[src/rtl/iterative_divider_pkg.sv]
// Shared definitions for the iterative restoring divider: FSM state type and
// the default operand width.
package iterative_divider_pkg;

  localparam int DEFAULT_WIDTH = 32;

  typedef enum logic [1:0] {
    IDLE   = 2'd0,
    PREP   = 2'd1,
    DIVIDE = 2'd2,
    FIX    = 2'd3
  } state_t;

endpackage

[src/rtl/iterative_divider_div_step.sv]
// One combinational restoring-division step on unsigned magnitudes:
// shift {rem, quo} left, trial-subtract the divisor, keep the difference if it fits.
module div_step
  import iterative_divider_pkg::*;
#(
  parameter int WIDTH = DEFAULT_WIDTH
) (
  input  logic [WIDTH-1:0] rem,
  input  logic [WIDTH-1:0] quo,
  input  logic [WIDTH-1:0] dvs,
  output logic [WIDTH-1:0] rem_next,
  output logic [WIDTH-1:0] quo_next
);

  logic [WIDTH:0] shifted;
  logic [WIDTH:0] diff;
  logic [WIDTH:0] kept;
  logic           borrow;
  logic           unused_kept_msb;

  assign shifted = {rem, quo[WIDTH-1]};

  // WIDTH+1-bit trial subtraction; the extra top bit is the borrow out
  assign {borrow, diff} = {1'b0, shifted} - {2'b00, dvs};

  // Whichever value is kept is below the divisor, so its top bit is always zero
  assign kept            = borrow ? shifted : diff;
  assign rem_next        = kept[WIDTH-1:0];
  assign unused_kept_msb = kept[WIDTH];

  assign quo_next = {quo[WIDTH-2:0], ~borrow};

endmodule

[src/rtl/iterative_divider.sv]
// Multi-cycle signed/unsigned integer divider (DIV/DIVU) with fixed latency:
// one restoring step per cycle, sign handling around an unsigned core.
module iterative_divider
  import iterative_divider_pkg::*;
#(
  parameter int WIDTH = DEFAULT_WIDTH
) (
  input  logic             clk,
  input  logic             rst,
  input  logic             start,
  input  logic             is_signed,
  input  logic [WIDTH-1:0] dividend,
  input  logic [WIDTH-1:0] divisor,
  output logic             busy,
  output logic             done,
  output logic [WIDTH-1:0] quotient,
  output logic [WIDTH-1:0] remainder,
  output logic             div_by_zero
);

  localparam int CNT_W = $clog2(WIDTH) + 1;
  localparam logic [CNT_W-1:0] LAST_ITER = CNT_W'(WIDTH - 1);

  function automatic logic [WIDTH-1:0] cond_neg(input logic [WIDTH-1:0] v,
                                                input logic             neg);
    return neg ? -v : v;
  endfunction

  function automatic logic [WIDTH-1:0] magnitude(input logic [WIDTH-1:0] v,
                                                 input logic             sgn);
    return cond_neg(v, sgn & v[WIDTH-1]);
  endfunction

  state_t           state;
  logic             is_signed_r;
  logic [WIDTH-1:0] dividend_r;
  logic [WIDTH-1:0] divisor_r;
  logic [WIDTH-1:0] rem_r;
  logic [WIDTH-1:0] quo_r;
  logic [WIDTH-1:0] dvs_mag;
  logic             q_neg;
  logic             r_neg;
  logic [CNT_W-1:0] count;
  logic [WIDTH-1:0] rem_next;
  logic [WIDTH-1:0] quo_next;

  div_step #(
    .WIDTH(WIDTH)
  ) u_div_step (
    .rem      (rem_r),
    .quo      (quo_r),
    .dvs      (dvs_mag),
    .rem_next (rem_next),
    .quo_next (quo_next)
  );

  assign busy = (state != IDLE);

  always_ff @(posedge clk) begin
    if (rst) begin
      state       <= IDLE;
      done        <= 1'b0;
      quotient    <= '0;
      remainder   <= '0;
      div_by_zero <= 1'b0;
      is_signed_r <= 1'b0;
      dividend_r  <= '0;
      divisor_r   <= '0;
      rem_r       <= '0;
      quo_r       <= '0;
      dvs_mag     <= '0;
      q_neg       <= 1'b0;
      r_neg       <= 1'b0;
      count       <= '0;
    end else begin
      done <= 1'b0;
      case (state)
        // Capture raw operands; later starts are ignored until back in IDLE
        IDLE: begin
          if (start) begin
            is_signed_r <= is_signed;
            dividend_r  <= dividend;
            divisor_r   <= divisor;
            state       <= PREP;
          end
        end
        // Convert to unsigned magnitudes and remember the result signs
        PREP: begin
          quo_r   <= magnitude(dividend_r, is_signed_r);
          dvs_mag <= magnitude(divisor_r, is_signed_r);
          rem_r   <= '0;
          q_neg   <= is_signed_r & (dividend_r[WIDTH-1] ^ divisor_r[WIDTH-1]);
          r_neg   <= is_signed_r & dividend_r[WIDTH-1];
          count   <= '0;
          state   <= DIVIDE;
        end
        // One quotient bit per cycle, MSB first
        DIVIDE: begin
          rem_r <= rem_next;
          quo_r <= quo_next;
          count <= count + CNT_W'(1);
          if (count == LAST_ITER) begin
            state <= FIX;
          end
        end
        // Restore signs; a zero divisor overrides with the fixed DIVU-style result
        FIX: begin
          if (divisor_r == '0) begin
            quotient    <= '1;
            remainder   <= dividend_r;
            div_by_zero <= 1'b1;
          end else begin
            quotient    <= cond_neg(quo_r, q_neg);
            remainder   <= cond_neg(rem_r, r_neg);
            div_by_zero <= 1'b0;
          end
          done  <= 1'b1;
          state <= IDLE;
        end
        default: state <= IDLE;
      endcase
    end
  end

endmodule

[config.mk]
export PLATFORM = sky130hd
export DESIGN_NAME = iterative_divider
export DESIGN_NICKNAME = d
export VERILOG_FILES = /design/src/rtl/iterative_divider_pkg.sv /design/src/rtl/iterative_divider_div_step.sv /design/src/rtl/iterative_divider.sv
export SDC_FILE = /design/constraint.sdc
export NUM_CORES = 1
export LEC_CHECK = 0
export CAP_MARGIN = 20
export CORE_MARGIN = 4
export CORE_UTILIZATION = 45
export DETAILED_ROUTE_END_ITERATION = 16
export PLACE_DENSITY = 0.66
export RECOVER_POWER = 100
export SYNTH_ARGS = -nofsm -noshare
export SYNTH_HDL_FRONTEND = slang
export SYNTH_SLANG_ARGS = --single-unit
export TNS_END_PERCENT = 20
[constraint.sdc]
create_clock -name clk -period 3.2 [get_ports clk]
set_input_delay 0.96 -clock clk [delete_from_list [all_inputs] [get_ports clk]]
set_output_delay 0.96 -clock clk [all_outputs]
set_load 0.01 [all_outputs]
Yosys cells after proc, flatten, opt, wreduce, memory -nomap -nowiden
Cells that the tools add are included.

operators by class
  add/sub/neg operators = 6
  equal/unequal tests = 6
  muxes and demuxes = 15
  bitwise gates (word level) = 5
  reductions and logical operators = 6

operators with widths
  operator             number
  $mux 32              7
  $neg 32->32          4
  $pmux 32 s2          2
  $sub 33x32->34       1
  $logic_not 32->1     1
  $pmux 6 s2           1
  $pmux 2 s4           1
  $add 6x1->6 const B  1
  $eq 6x5->1 const B   1
  $eq 2x2->1 const B   2
  $mux 2               2
  $ne 2x2->1 const B   2
  $reduce_and 2->1     2
  $reduce_bool 2->1    2
  $and 1x1->1          3
  $eq 2x1->1 const B   1
  $logic_not 2->1      1
  $mux 1               2
  $not 1->1            1
  $xor 1x1->1          1

storage, ports and cells
  flip-flop bits (word level) = 237
  input bits = 68
  output and inout port bits = 67
  logic and storage cells = 52

Longest topological paths before layout
  depth in word-level cells = 3
  mapped depth = 13

Cells and area by module
Synthesis repeated with hierarchy kept, for this count alone.

unflattened totals
  cell total of the unflattened synthesis = 1767
  area total of the unflattened synthesis = 13885.8 um^2

modules (own cells, without submodules)
  module             instances  cells each  area an instance (um^2)  seq. area each (um^2)
  iterative_divider  1          1364        11279.6                  4744.6
  div_step           1          403         2606.2                   0.0

Worst setup path before layout
No wires, ideal clock.

  kind = register -> register
  from = register rem_r[3]
  to = register rem_r[10]
  arrival time = 2.792 ns
  data required time = 3.072 ns
  setup slack = 0.280 ns
  stages on the path, launching flop included = 12
  path buffers = 2
  clock period less this slack = 2.920 ns
  path through = dfxtp_1 ha_1 a21o_1 a31oi_1 and2_1 o211ai_1 o21ba_2 clkbuf_1 a221oi_2 buf_2 mux2i_1 o21ai_0

between the ends
  longest elaborated chain between the ends = 3

RTL lines
  what                    line                              RTL
  from (decl)             iterative_divider.sv:38           logic [WIDTH-1:0] rem_r;
  from (signal assigned)  iterative_divider.sv:99           rem_r <= rem_next;
  $sub 33x32->34          iterative_divider_div_step.sv:24  assign {borrow, diff} = {1'b0, shifted} - {2'b00, dvs};
  $mux 32                 iterative_divider_div_step.sv:27  assign kept = borrow ? shifted : diff;
  $pmux 32 s2             iterative_divider.sv:77           case (state)

Every way passes these cells.
A chain may end at the register's enable or synchronous reset.

Worst setup path after layout
  from = register quo_r[16]
  to = register quotient[30]

between the ends
  longest elaborated chain between the ends = 3

RTL lines
  what                    line                      RTL
  from (decl)             iterative_divider.sv:39   logic [WIDTH-1:0] quo_r;
  from (signal assigned)  iterative_divider.sv:89   quo_r <= magnitude(dividend_r, is_signed_r);
  from (signal assigned)  iterative_divider.sv:100  quo_r <= quo_next;
  $neg 32->32             iterative_divider.sv:26   return neg ? -v : v;
  $mux 32                 iterative_divider.sv:26
  $mux 32                 iterative_divider.sv:108  if (divisor_r == '0) begin
  to (signal assigned)    iterative_divider.sv:113  quotient <= cond_neg(quo_r, q_neg);
  to (decl)               iterative_divider.sv:16   output logic [WIDTH-1:0] quotient,

Every way passes these cells.

==> results_dict.tcl <==
set metrics [dict create \
    fmax_mhz 326 \
    grt_overflow 0 \
    cts-root-buf "clkbuf_16" \
    detail_route.wirelength_microns 38900 \
    worstSkewPairLatency_ns 0.55 \
    ys_seq_area_share_pct 36.3 \
    dp.cells 2113 \
    final-hold-violation-count 0 \
    post-route-period-util_pct 95.9 \
    drtPass1Iterations 7 \
    placed_cell_area_sq_um 15000 \
    final_antenna_net_count 0 \
    netlist_area_sq_um 13100 \
    stdcell_area_sq_um 16000 \
    vdd.ir_drop.worst_uv 418 \
    core_area_sq_um 28600 \
    ys_ff_latch 237 \
    r2r_slack_ns 0.13 \
    area_growth_syn_to_layout_pct 22.2 \
    drc_errors 0 \
    viasPerCell 5.62 \
    synth.top_cells.by_area "dfxtp_1, nand2_1, xor2_1" \
    clk_pin_slew_ns 0.07 \
    grt_pass1_wl_microns 61400 \
    required_ns 3.66 \
    numPortBuffers 134 \
    drive_above_1_share_pct 7.26 \
    r2r_end "quotient[30]$_SDFFE_PP0P_" \
    p_leak_nw 6.29 \
    synth_common_cells "dfxtp_1, nand2_1, nor2_1, a21oi_1, o21ai_0" \
    vias 12100 \
    gp_congestion 0.901 \
    layout.cells.non_filler 2161 \
    die_width_microns 178 \
    clockBufferDepth 3 \
    worstSetupStartpointType "flop" \
    postCtsSetupBuffers 0 \
    dr.first_iter.drc_count 889 \
    power_density_nw_per_um2 765 \
    syn_avg_cell_area_sq_um 7.98 \
    dieArea_sq_um 31800 \
    netlist.area_leader.share_pct 36.3 \
    endpoint "quotient[30]$_SDFFE_PP0P_" \
    yosysWarningCount 0 \
    finalPower_mw 12.2 \
    grt_setup_unrepaired "true" \
    numCtsBuffers 26 \
    setup_viol 0 \
    num-nets-final 1868 \
    hold_class "reg2reg" \
    first_global_vias 11300 \
    fin_crit_ns 3.07 \
    synth_cells 1636 \
    worst_setup_path_end_kind "flop" \
    reg2reg_depth 7 \
    initial_utilization_pct 45.6 \
    synth_top_area_cell "dfxtp_1" \
    htreeDepth 1 \
    cp.arrival_ns 3.53 \
    status "finished clean" \
    grt_max_degree 98 \
    num_rows 62 \
    syn_nets 1747 \
    fin_worst_skew_ns 0.0275 \
    worstSetupPathType "reg2reg" \
    ys.flop_type "dfxtp_1" \
    post_drt_wl_per_cell_microns 18.0 \
    startpoint "quo_r[16]$_SDFFE_PP0P_" \
    timing.rr.start "quo_r[16]$_SDFFE_PP0P_" \
    finalWorstSetupSlack_ns 0.131 \
    tightest_slew_ns 1.39 \
    grt_use_total_pct 23.7 \
    final_max_slew_viol_count 0 \
    post-dp-hpwl_microns 28800 \
    antenna_found_initial 0 \
    synth_edf_count 0 \
    boundaryPins 135 \
    diodes 0 \
    fin_hold_ws_ns 0.472 \
    synthDistinctLibCells 66 \
    yosysMostFrequentCell "dfxtp_1" \
    cap_violations 0 \
    async_flop_share_pct 0 \
    cts_tree "built" \
    fp.dieH_microns 178 \
    crit_path_max_fanout 7 \
    hold_buffers 0 \
    dp_slack_ns 0.144 \
    relSlewSlack_pct 7.40 \
    cts.sinks 237 \
]
## registers in the layout (all words and copies together) (netlist names)
signal / cells
divisor_r: 32
is_signed_r: 1
q_neg: 1
div_by_zero: 1
count: 6
quotient: 32
state: 2
done: 1
r_neg: 1
quo_r: 32
dvs_mag: 32
dividend_r: 32
rem_r: 32
remainder: 32
## worst max-delay path, stage by stage, from the launching register on
cell,delay [ns]
dfxtp_1,0.38
or4_4,0.57
or3_4,0.36
or4_4,0.45
or4_4,0.47
o41ai_1,0.35
xor2_1,0.13
a211oi_1,0.27
## power by group
part | internal [mW] | switching, mW | total [mW]
clock | 1.97 | 1.30 | 3.27
combinational | 2.04 | 3.00 | 5.04
sequential | 3.42 | 0.482 | 3.90
## kinds of logic (layout without fill, tap and decap cells)
logic type | Yosys count | count (layout) | synth area share, %
buffers and inverters | 162 | 303 | 4.79
flip-flops | 237 | 237 | 36.3
XOR/XNOR | 149 | 149 | 10.0
AND/OR/NAND/NOR | 520 | 520 | 18.0
adder cells (fa/ha/maj) | 43 | 43 | 4.18
multiplexers | 47 | 47 | 3.62
AO/OA/AOI/OAI | 478 | 478 | 23.0
## per-stage QoR
stage / util [%] / TNS, ns
3_5_place_dp: 52.5 / 0
5_1_grt: 55.7 / -0.0111
4_1_cts: 55.8 / 0
6_report: 55.7 / 0
2_1_floorplan: - / 0
3_3_place_gp: 52.5 / 0
## cell type report
class                           instances  area [sq um]
Clock buffer                           30           696
Clock inverter                         18           241
Tap cell                              384           480
Sequential cell                       237          4740
Timing Repair Buffer                  198          1860
Fill cell                            2704         12700
Inverter                               57           214
Multi-Input combinational cell       1237          7720
## worst min-delay path by stage
stage                                          from                   endpoint  cells after the start
after CTS                 quotient[15]$_SDFFE_PP0P_  quotient[15]$_SDFFE_PP0P_                      2
final                     quotient[15]$_SDFFE_PP0P_  quotient[15]$_SDFFE_PP0P_                      2
after detailed placement  quotient[15]$_SDFFE_PP0P_  quotient[15]$_SDFFE_PP0P_                      2
after global placement    quotient[15]$_SDFFE_PP0P_  quotient[15]$_SDFFE_PP0P_                      2
after floorplan            dvs_mag[31]$_SDFFE_PP0N_   dvs_mag[31]$_SDFFE_PP0N_                      2
after global routing      quotient[15]$_SDFFE_PP0P_  quotient[15]$_SDFFE_PP0P_                      2
## cells in the final DEF, fill, tap and decap left out, drive strengths merged, types with 4 or more instances in the layout
master,synthesis,layout
o22ai,20,20
nor2b,15,15
clkdlybuf4s50,0,65
bufinv,0,5
dfxtp,237,237
and2,10,10
or2,5,5
ha,42,42
nor4,14,14
or3,17,17
nor3,16,16
a21oi,136,136
a311oi,14,14
nand3,7,7
clkbuf,90,39
a32oi,15,15
a22oi,21,21
a221oi,5,5
o21ai,123,123
xor2,97,97
a211oi,44,44
inv,57,57
nand4,9,9
a21o,14,14
nand2,229,229
o21bai,4,4
xnor2,52,52
dlygate4sd3,0,68
nor2,141,141
o41ai,18,18
nand2b,22,22
or4,10,10
buf,15,56
mux2i,45,45
clkinv,0,10
a31oi,22,22
o31ai,25,25
and3,11,11
## repair_timing
item,in CTS,in global routing
setup endpoints to repair,0,15
hold endpoints to repair,0,0
resized for setup,0,6
## routing by layer
layer	up-vias	routed length [microns]	share of wire, %	global-route usage [%]
met4	0	1230	3.2	7.39
met5	-	0	0	0
met1	5661	18600	48	34.4
li1	6030	-	-	-
met2	379	16600	43	36.6
met3	74	2390	6.1	3.37
(Power assumes the default switching activity.)
